File: src/rtl/tlb_lookup_stage.sv
// TLB lookup stage: registers a memory access, checks it against a direct-mapped
// tag store and runs the write-back / fill handshake with memory on a miss.
module tlb_lookup_stage #(
   parameter int addr_width         = 16,
   parameter int num_cache_lines    = 4,
   parameter int num_bytes_per_line = 32,
   parameter int tag_width          = 9
) (
   input  logic                               clk,
   input  logic                               reset,
   input  logic                               enable_tlb,
   input  logic [addr_width-1:0]              alu_result,
   input  logic [15:0]                        dataReg_in,
   input  logic [2:0]                         destReg_addr_input,
   input  logic                               we_input,
   input  logic [1:0]                         bp_input,
   input  logic [addr_width-1:0]              offendingAddress_in,
   input  logic [1:0]                         ldSt_enable_in,
   input  logic                               word_access_in,
   output logic [addr_width-1:0]              tlb_result,
   output logic [15:0]                        dataReg,
   output logic [2:0]                         destReg_addr_output,
   output logic                               we_output,
   output logic [1:0]                         bp_output,
   output logic [addr_width-1:0]              offendingAddress,
   output logic [1:0]                         ldSt_enable,
   output logic                               word_access_from_tlb,
   output logic                               petitionFromTlb,
   output logic [$clog2(num_cache_lines)-1:0] lineIdFromTlb,
   output logic                               writeEnableFromTlb,
   output logic                               mem_req,
   output logic                               mem_we,
   output logic [addr_width-1:0]              mem_addr,
   input  logic                               mem_ack,
   output logic                               stall
);

   localparam int offset_width = $clog2(num_bytes_per_line);
   localparam int index_width  = $clog2(num_cache_lines);

   typedef enum logic [1:0] {
      IDLE,
      WRITEBACK,
      FILL
   } state_e;

   // Stage register
   logic [addr_width-1:0]  addr_q;
   logic [15:0]            data_q;
   logic [2:0]             dest_q;
   logic                   we_q;
   logic [1:0]             bp_q;
   logic [addr_width-1:0]  off_addr_q;
   logic [1:0]             ldst_q;
   logic                   word_q;

   // Tag store and miss FSM
   logic [num_cache_lines-1:0] valid_q;
   logic [num_cache_lines-1:0] dirty_q;
   logic [tag_width-1:0]       tag_q [num_cache_lines];
   state_e                     state_q;

   logic [index_width-1:0] index;
   logic [tag_width-1:0]   req_tag;
   logic                   hit;
   logic                   mem_access;
   logic                   miss;
   logic                   capture;
   logic                   store_hit;

   assign index      = addr_q[offset_width +: index_width];
   assign req_tag    = addr_q[addr_width-1 -: tag_width];
   assign hit        = valid_q[index] && (tag_q[index] == req_tag);
   assign mem_access = |ldst_q;
   assign miss       = mem_access && !hit;
   assign stall      = (state_q != IDLE) || miss;
   assign capture    = enable_tlb && !stall;
   assign store_hit  = ldst_q[0] && hit && enable_tlb;

   always_ff @(posedge clk or negedge reset) begin
      if (!reset) begin
         addr_q     <= '0;
         data_q     <= '0;
         dest_q     <= '0;
         we_q       <= 1'b0;
         bp_q       <= '0;
         off_addr_q <= '0;
         ldst_q     <= '0;
         word_q     <= 1'b0;
      end else if (capture) begin
         addr_q     <= alu_result;
         data_q     <= dataReg_in;
         dest_q     <= destReg_addr_input;
         we_q       <= we_input;
         bp_q       <= bp_input;
         off_addr_q <= offendingAddress_in;
         ldst_q     <= ldSt_enable_in;
         word_q     <= word_access_in;
      end
   end

   // NOTE: the tag array is a handful of flops, not a RAM; it is reset so a
   // stale tag can never match after reset, even though valid also clears.
   always_ff @(posedge clk or negedge reset) begin
      if (!reset) begin
         state_q <= IDLE;
         valid_q <= '0;
         dirty_q <= '0;
         for (int i = 0; i < num_cache_lines; i++) begin
            tag_q[i] <= '0;
         end
      end else begin
         case (state_q)
            IDLE: begin
               if (miss) begin
                  state_q <= dirty_q[index] ? WRITEBACK : FILL;
               end else if (store_hit) begin
                  dirty_q[index] <= 1'b1;
               end
            end
            WRITEBACK: begin
               if (mem_ack) begin
                  state_q <= FILL;
               end
            end
            FILL: begin
               if (mem_ack) begin
                  tag_q[index]   <= req_tag;
                  valid_q[index] <= 1'b1;
                  dirty_q[index] <= 1'b0;
                  state_q        <= IDLE;
               end
            end
            default: state_q <= IDLE;
         endcase
      end
   end

   // NOTE: every output gets a default first so no path through the case
   // leaves a signal unassigned and infers a latch.
   always_comb begin
      mem_req            = 1'b0;
      mem_we             = 1'b0;
      mem_addr           = '0;
      petitionFromTlb    = 1'b0;
      writeEnableFromTlb = 1'b0;
      lineIdFromTlb      = index;
      case (state_q)
         WRITEBACK: begin
            mem_req         = 1'b1;
            mem_we          = 1'b1;
            mem_addr        = {tag_q[index], index, {offset_width{1'b0}}};
            petitionFromTlb = 1'b1;
         end
         FILL: begin
            mem_req  = 1'b1;
            mem_addr = {addr_q[addr_width-1:offset_width], {offset_width{1'b0}}};
            if (mem_ack) begin
               petitionFromTlb    = 1'b1;
               writeEnableFromTlb = 1'b1;
            end
         end
         default: ;
      endcase
   end

   // A stalled access is shown to the cache stage as a bubble.
   assign tlb_result           = addr_q;
   assign dataReg              = data_q;
   assign destReg_addr_output  = dest_q;
   assign we_output            = we_q && !stall;
   assign bp_output            = bp_q;
   assign offendingAddress     = off_addr_q;
   assign ldSt_enable          = stall ? 2'b00 : ldst_q;
   assign word_access_from_tlb = word_q;

endmodule

File: config.mk
export PLATFORM = sky130hd
export DESIGN_NAME = tlb_lookup_stage
export DESIGN_NICKNAME = d
export VERILOG_FILES = /design/src/rtl/tlb_lookup_stage.sv
export SDC_FILE = /design/constraint.sdc
export NUM_CORES = 1
export LEC_CHECK = 0
export CELL_PAD_IN_SITES_DETAIL_PLACEMENT = 1
export CELL_PAD_IN_SITES_GLOBAL_PLACEMENT = 1
export CORE_ASPECT_RATIO = 1.1
export CORE_MARGIN = 2
export CORE_UTILIZATION = 38
export DETAILED_ROUTE_END_ITERATION = 8
export MAX_ROUTING_LAYER = met4
export PLACE_DENSITY = 0.87
export SLEW_MARGIN = 40
export SYNTH_ARGS = -nofsm -noshare
export SYNTH_HDL_FRONTEND = slang
export SYNTH_SLANG_ARGS = --single-unit
File: constraint.sdc
create_clock -name clk -period 3.33 [get_ports clk]
set_input_delay 0.4995 -clock clk [delete_from_list [all_inputs] [get_ports clk]]
set_output_delay 0.4995 -clock clk [all_outputs]
set_load 0.005 [all_outputs]
* Word level (Yosys, flattened, before mapping)
Cells that the tools add are included.
** Operators by class
- Equal/unequal tests :: 8
- Muxes and demuxes :: 28
- Magnitude comparators :: 4
- Reductions and logical operators :: 19
- Bitwise logic cells :: 5
** Operators with widths (count)
- 36-bit bitwise mux :: 1
- 16-bit one-hot mux with 2 select lines :: 1
- 9-bit 2-to-1 mux :: 3
- 9-bit binary-select mux with 2-bit select :: 1
- 9-bit demux with 2-bit select :: 1
- 4-bit 2-to-1 mux :: 3
- 2-bit 2-to-1 mux :: 5
- 2-bit != test (second input constant) :: 5
- 9-bit equality test :: 1
- 1-bit logical AND :: 8
- 4-bit bitwise OR :: 2
- 4-bit one-hot mux with 2 select lines :: 1
- 1-bit 2-to-1 mux :: 7
- 2-bit one-hot mux with 3 select lines :: 1
- 4-bit AND :: 1
- 1-bit binary-select mux with 2-bit select :: 2
- 4-bit inverter :: 1
- 4-bit AND reduction :: 1
- 2-bit nonzero test :: 2
- 2-bit OR reduction :: 2
- 3-bit >= comparator (second input constant) :: 1
- 2-bit by 3-bit < comparator with 1-bit output (second input constant) :: 1
- 3-bit by 1-bit < comparator with 1-bit output (second input constant) :: 1
- 2-bit inverter with 3-bit output :: 1
- other kinds (10) :: 11
** Storage, ports and cells
- Input port bits :: 61
- Register bits after elaboration :: 103
- Output and inout bits :: 80
- Logic and storage cells :: 79

* Longest topological paths before layout
- Depth in word-level cells :: 11
- Gate-level depth with buffers :: 11
- Mapped depth without buffers :: 7

* Least setup slack after synthesis
No wires, ideal clock.
- Kind :: register to output
- Start :: register addr_q[5] (netlist: tlb_result[5])
- End :: output stall
- Required time :: 2.830 ns
- Arrival :: 2.226 ns
- Setup slack :: 0.604 ns
- Cell stages (with the launch flop) :: 12
- Path buffers :: 5
- Cell sequence :: dfrtp_1 buf_4 buf_2 mux2_2 and3b_1 o21ai_1 and2_1 buf_2 nor2_4 buf_6 buf_6 o21ai_0
** On the way
- Longest elaborated chain between the ends :: 9
- Elaborated cells on any way between the ends :: 11
- Classes of those cells :: 1 x eq/ne; 5 x mux; 1 x bitwise; 4 x reduce/logical
** Ends and longest elaborated chain
- start, declared :: line 48 : logic [addr_width-1:0] addr_q;
- start signal, assigned :: line 91 : addr_q <= alu_result;
- 2-bit inverter with 3-bit output (not written as such) :: line 73 : assign hit = valid_q[index] && (tag_q[index] == req_tag);
- 9-bit binary-select mux with 2-bit select :: line 73
- 9-bit 2-to-1 mux (not written as such) (2 in series) :: line 73
- 9-bit equality test :: line 73
- 1-bit logical AND * :: line 73
- 1-bit logical NOT * :: line 75 : assign miss = mem_access && !hit;
- 1-bit logical AND * :: line 75
- 1-bit logical OR * :: line 76 : assign stall = (state_q != IDLE) || miss;
- end, declared :: line 35 : output logic stall
Mark *: on every way between the ends. The rest lies on a longest branch, timed or not. The select of a mux whose other input is x is not followed.

* Worst setup path after layout
Same ends and word-level chain as after synthesis.

==> metrics.md <==
| Metric | Value |
|---|---|
| First drt pass iteration count | `5` |
| Overall routed net length | `20000 um` |
| Final total power | `7.13 mW` |
| RSZ-0062 raised after global routing | `false` |
| Fraction of final layout cells sized beyond drive strength 1 | `14.8%` |
| Layout Cells excl Fill | `867` |
| Final Hold Fails | `0` |
| Routed via count | `5476` |
| Number of cells produced by synthesis | `576` |
| Maximum number of buffers from clock root to sink | `2` |
| IO buf count | `135` |
| Cell Rows | `47` |
| Slew Limit Headroom | `50.2%` |
| Footprint of the flip-flops and latches | `2580 um^2` |
| Power density over the cells | `933 nW/um^2` |
| Routing layer with the top usage in global route | `met2` |
| Most common cell after layout, fill and taps aside | `sky130_fd_sc_hd__clkdlybuf4s50_1` |
| Final RePlAce weighted congestion | `0.838` |
| WP data arrival | `2720 ps` |
| HPWL after detailed placement | `12800 um` |
| Clock sink total | `103` |
| Proportion of synthesized chip area in sequential cells | `44.5%` |
| Worst hold margin | `128 ps` |
| Lkg Pwr | `2.80 nW` |
| ANT nets after route | `0` |
| Max-slew violation total from the final report | `0` |
| Area after detailed placement | `7220 um^2` |
| Area growth from synthesis to layout | `31.9%` |
| Height of the chip | `134 um` |
| Transition at the pin with the smallest max-transition slack | `745 ps` |
| Setup TNS | `0 ps` |
| Cell area after technology mapping | `5800 um^2` |
| Die Outline Area | `16300 um^2` |
| Worst hold-check path type | `in2async` |
| Clock network latency to the later pin of the worst-skew pair | `360 ps` |
| Global-route wire length before repair | `32100 um` |
| Clock tree from TritonCTS | `yes` |
| DP Cell Count | `847` |
| CTS clk-pin slew, worst paths | `70 ps` |
| I/O pin cnt | `141` |
| Number of distinct library cells after synthesis | `43` |
| WL/cell | `23.1 um` |
| Final clock period utilization by the worst path | `96.6%` |
| Worst Setup Start Kind | `flip-flop` |
| Count of filler cells inserted in the layout | `1657` |
| Delay of the slowest cell on the worst path | `560 ps` |
| Floorplan core area | `15000 um^2` |
| Post-Synthesis Mean Instance Area | `10.1 um^2` |
| Mean number of vias per cell | `6.32` |
| Root Buffer Master | `sky130_fd_sc_hd__clkbuf_16` |
| Maximum resistive drop on vdd | `0.751 mV` |
| Vias in the first global route | `5940` |
| Worst-path cell with the longest stage delay | `sky130_fd_sc_hd__mux4_2` |
| Gr usage total | `25.7%` |
| Post-placement setup slack | `77.3 ps` |
| Most used cells in the layout excluding fill and tap cells | `130 x sky130_fd_sc_hd__clkdlybuf4s50_1, 100 x sky130_fd_sc_hd__dfrtp_1, 65 x sky130_fd_sc_hd__o21ai_0, 63 x sky130_fd_sc_hd__a22oi_1, 59 x sky130_fd_sc_hd__nand4_1` |
| Synth Warn # | `0` |
| Outcome | `complete, no violations` |
| Pin count of the biggest net entering global routing | `61` |
| Number of DRC violations after detailed-routing iteration 0 | `336` |
| Crit Path Class | `reg2out` |
| Number of antenna violations at the first check in global routing | `0` |
| Final Skew | `7.98 ps` |
| Chain of cells forming the critical path | `buf_12 > mux4_2 > xnor2_2 > nand4_1 > or2_4 > nor2_4 > o21ai_0 > dlygate4sd2_1` |
| Global route overflow | `0` |
| Diodes inserted | `0` |
| Setup violators final | `0` |
| Met2 layer usage reported by global route | `41.9%` |
| Met3 usage in global routing | `4.45%` |
| Count of hold buffers inserted by post-cts repair | `0` |
| Footprint of the multi-input gates | `2900 um^2` |
| Max-cap viol count | `0` |
| Data required, critical path | `2830 ps` |
| Met1 usage | `31.9%` |
| Total number of nets in the final design | `730` |
| Layout Cell Area excl Fill | `7640 um^2` |
| Largest fanout of any net on the critical path | `10` |
| Critical Path End Type | `output port` |
| Number of DRC violations after detailed routing | `0` |
| Starting density of the core | `38.6%` |
| Minimum period implied by the final worst setup slack | `3220 ps` |
| Synthesis-stage register bit count | `103` |
| Top achievable clock speed | `311 MHz` |
| CTS buffer count | `9` |
| Post-Route Utilization | `51.0%` |
| Worst setup margin | `114 ps` |
| H-tree depth | `3` |
| Overall die width | `122 um` |
state kept, by name (all words and copies together) (netlist names), named ones only:
| register | count |
|---|---|
| we_q | 1 |
| dataReg | 16 |
| ldst_q | 2 |
| destReg_addr_output | 3 |
| word_access_from_tlb | 1 |
| bp_output | 2 |
| tlb_result | 16 |
| tag_q | 36 |
| state_q | 2 |
| offendingAddress | 16 |
| valid_q | 4 |
power breakdown:
group	internal (mW)	switching (mW)
Clock	0.810	0.490
Sequential	1.58	0.249
Combinational	1.65	2.35
logic make-up after synthesis:
kind of cell	after synthesis	share of synthesized area (%)
compound gates	200	22.9
simple gates	125	12.8
flops	103	44.5
buf+inv	85	6.58
mux	48	10.8
xor+xnor	11	1.66
fa+ha+maj	3	0.648
other cells	1	0.0647
layout make-up:
type / instances / area share, %
clock inverters: 6 / 1.74
well taps: 196 / 3.21
clock buffers: 10 / 3.00
inverters: 4 / 0.196
flip-flops and latches: 103 / 33.8
repair buffers: 156 / 20.2
multi-input cells: 392 / 37.9
synth_stat cells:
cell | n | area [um^2]
sky130_fd_sc_hd__a211oi_1 | 1 | 7.51
sky130_fd_sc_hd__a21boi_0 | 1 | 7.51
sky130_fd_sc_hd__a21oi_1 | 4 | 20.0
sky130_fd_sc_hd__a22oi_1 | 63 | 473
sky130_fd_sc_hd__and2_1 | 4 | 25.0
sky130_fd_sc_hd__and3_1 | 4 | 25.0
sky130_fd_sc_hd__and3b_1 | 3 | 26.3
sky130_fd_sc_hd__buf_1 | 5 | 18.8
sky130_fd_sc_hd__buf_2 | 8 | 40.0
sky130_fd_sc_hd__buf_4 | 8 | 60.1
sky130_fd_sc_hd__buf_6 | 3 | 33.8
sky130_fd_sc_hd__clkbuf_1 | 57 | 214
sky130_fd_sc_hd__conb_1 | 1 | 3.75
sky130_fd_sc_hd__dfrtp_1 | 103 | 2580
sky130_fd_sc_hd__ha_1 | 3 | 37.5
sky130_fd_sc_hd__inv_1 | 4 | 15.0
sky130_fd_sc_hd__mux2_2 | 38 | 428
sky130_fd_sc_hd__mux2i_1 | 2 | 20.0
sky130_fd_sc_hd__mux4_2 | 8 | 180
sky130_fd_sc_hd__nand2_1 | 14 | 52.6
sky130_fd_sc_hd__nand2b_1 | 4 | 25.0
sky130_fd_sc_hd__nand3_1 | 5 | 25.0
sky130_fd_sc_hd__nand3b_1 | 2 | 15.0
sky130_fd_sc_hd__nand4_1 | 59 | 369
sky130_fd_sc_hd__nor2_1 | 5 | 18.8
sky130_fd_sc_hd__nor2_2 | 1 | 6.26
sky130_fd_sc_hd__nor2_4 | 1 | 11.3
sky130_fd_sc_hd__nor2b_1 | 9 | 56.3
sky130_fd_sc_hd__nor3_1 | 3 | 15.0
sky130_fd_sc_hd__nor3b_1 | 3 | 22.5
sky130_fd_sc_hd__nor4_1 | 5 | 31.3
sky130_fd_sc_hd__o211ai_1 | 58 | 435
sky130_fd_sc_hd__o21a_1 | 1 | 7.51
sky130_fd_sc_hd__o21ai_0 | 65 | 325
sky130_fd_sc_hd__o21ai_1 | 1 | 5.00
sky130_fd_sc_hd__o22ai_1 | 3 | 18.8
sky130_fd_sc_hd__o311a_1 | 1 | 10.0
sky130_fd_sc_hd__o32ai_1 | 2 | 17.5
sky130_fd_sc_hd__or2_0 | 1 | 6.26
sky130_fd_sc_hd__or2_2 | 1 | 6.26
sky130_fd_sc_hd__or3_1 | 1 | 6.26
sky130_fd_sc_hd__xnor2_1 | 7 | 61.3
sky130_fd_sc_hd__xor2_1 | 4 | 35.0
repair_timing:
item                                    4_1_cts  5_1_grt
gates resized for setup                      12        2
pin swaps                                     3        1
setup buffers                                 4        0
hold endpoints to repair                      0        0
endpoints found under the setup margin        4        1
final timing paths:
check	cells after the start	slack [ps]	from	endpoint
worst max-delay path	8	110	tlb_result[5]$_DFFE_PN0P_	stall
worst min-delay path	1	130	reset	tag_q[5]$_DFFE_PN0P_
worst max register to register	9	290	tlb_result[5]$_DFFE_PN0P_	state_q[1]$_DFFE_PN0P_
worst min register to register	2	470	valid_q[0]$_DFFE_PN0P_	valid_q[0]$_DFFE_PN0P_
max in group asynchronous	2	2440	reset	asynchronous set/reset pin
min in group clk	2	470	valid_q[0]$_DFFE_PN0P_	valid_q[0]$_DFFE_PN0P_
worst max-delay path: cells and delay by family, from the launching register on:
kind	cells	cell delay (ps)
buffers and inverters	2	480
multiplexers	1	560
flip-flops	1	390
AND/OR/NAND/NOR	3	640
XOR/XNOR	1	190
AO/OA/AOI/OAI	1	110
layer usage:
metal,up-vias,share of wire (%)
li1,2392,-
met1,2834,41
met2,219,51
met3,31,5.9
met4,0,2.3
met5,-,0
No activity file was read; power rests on OpenSTA's default activity.
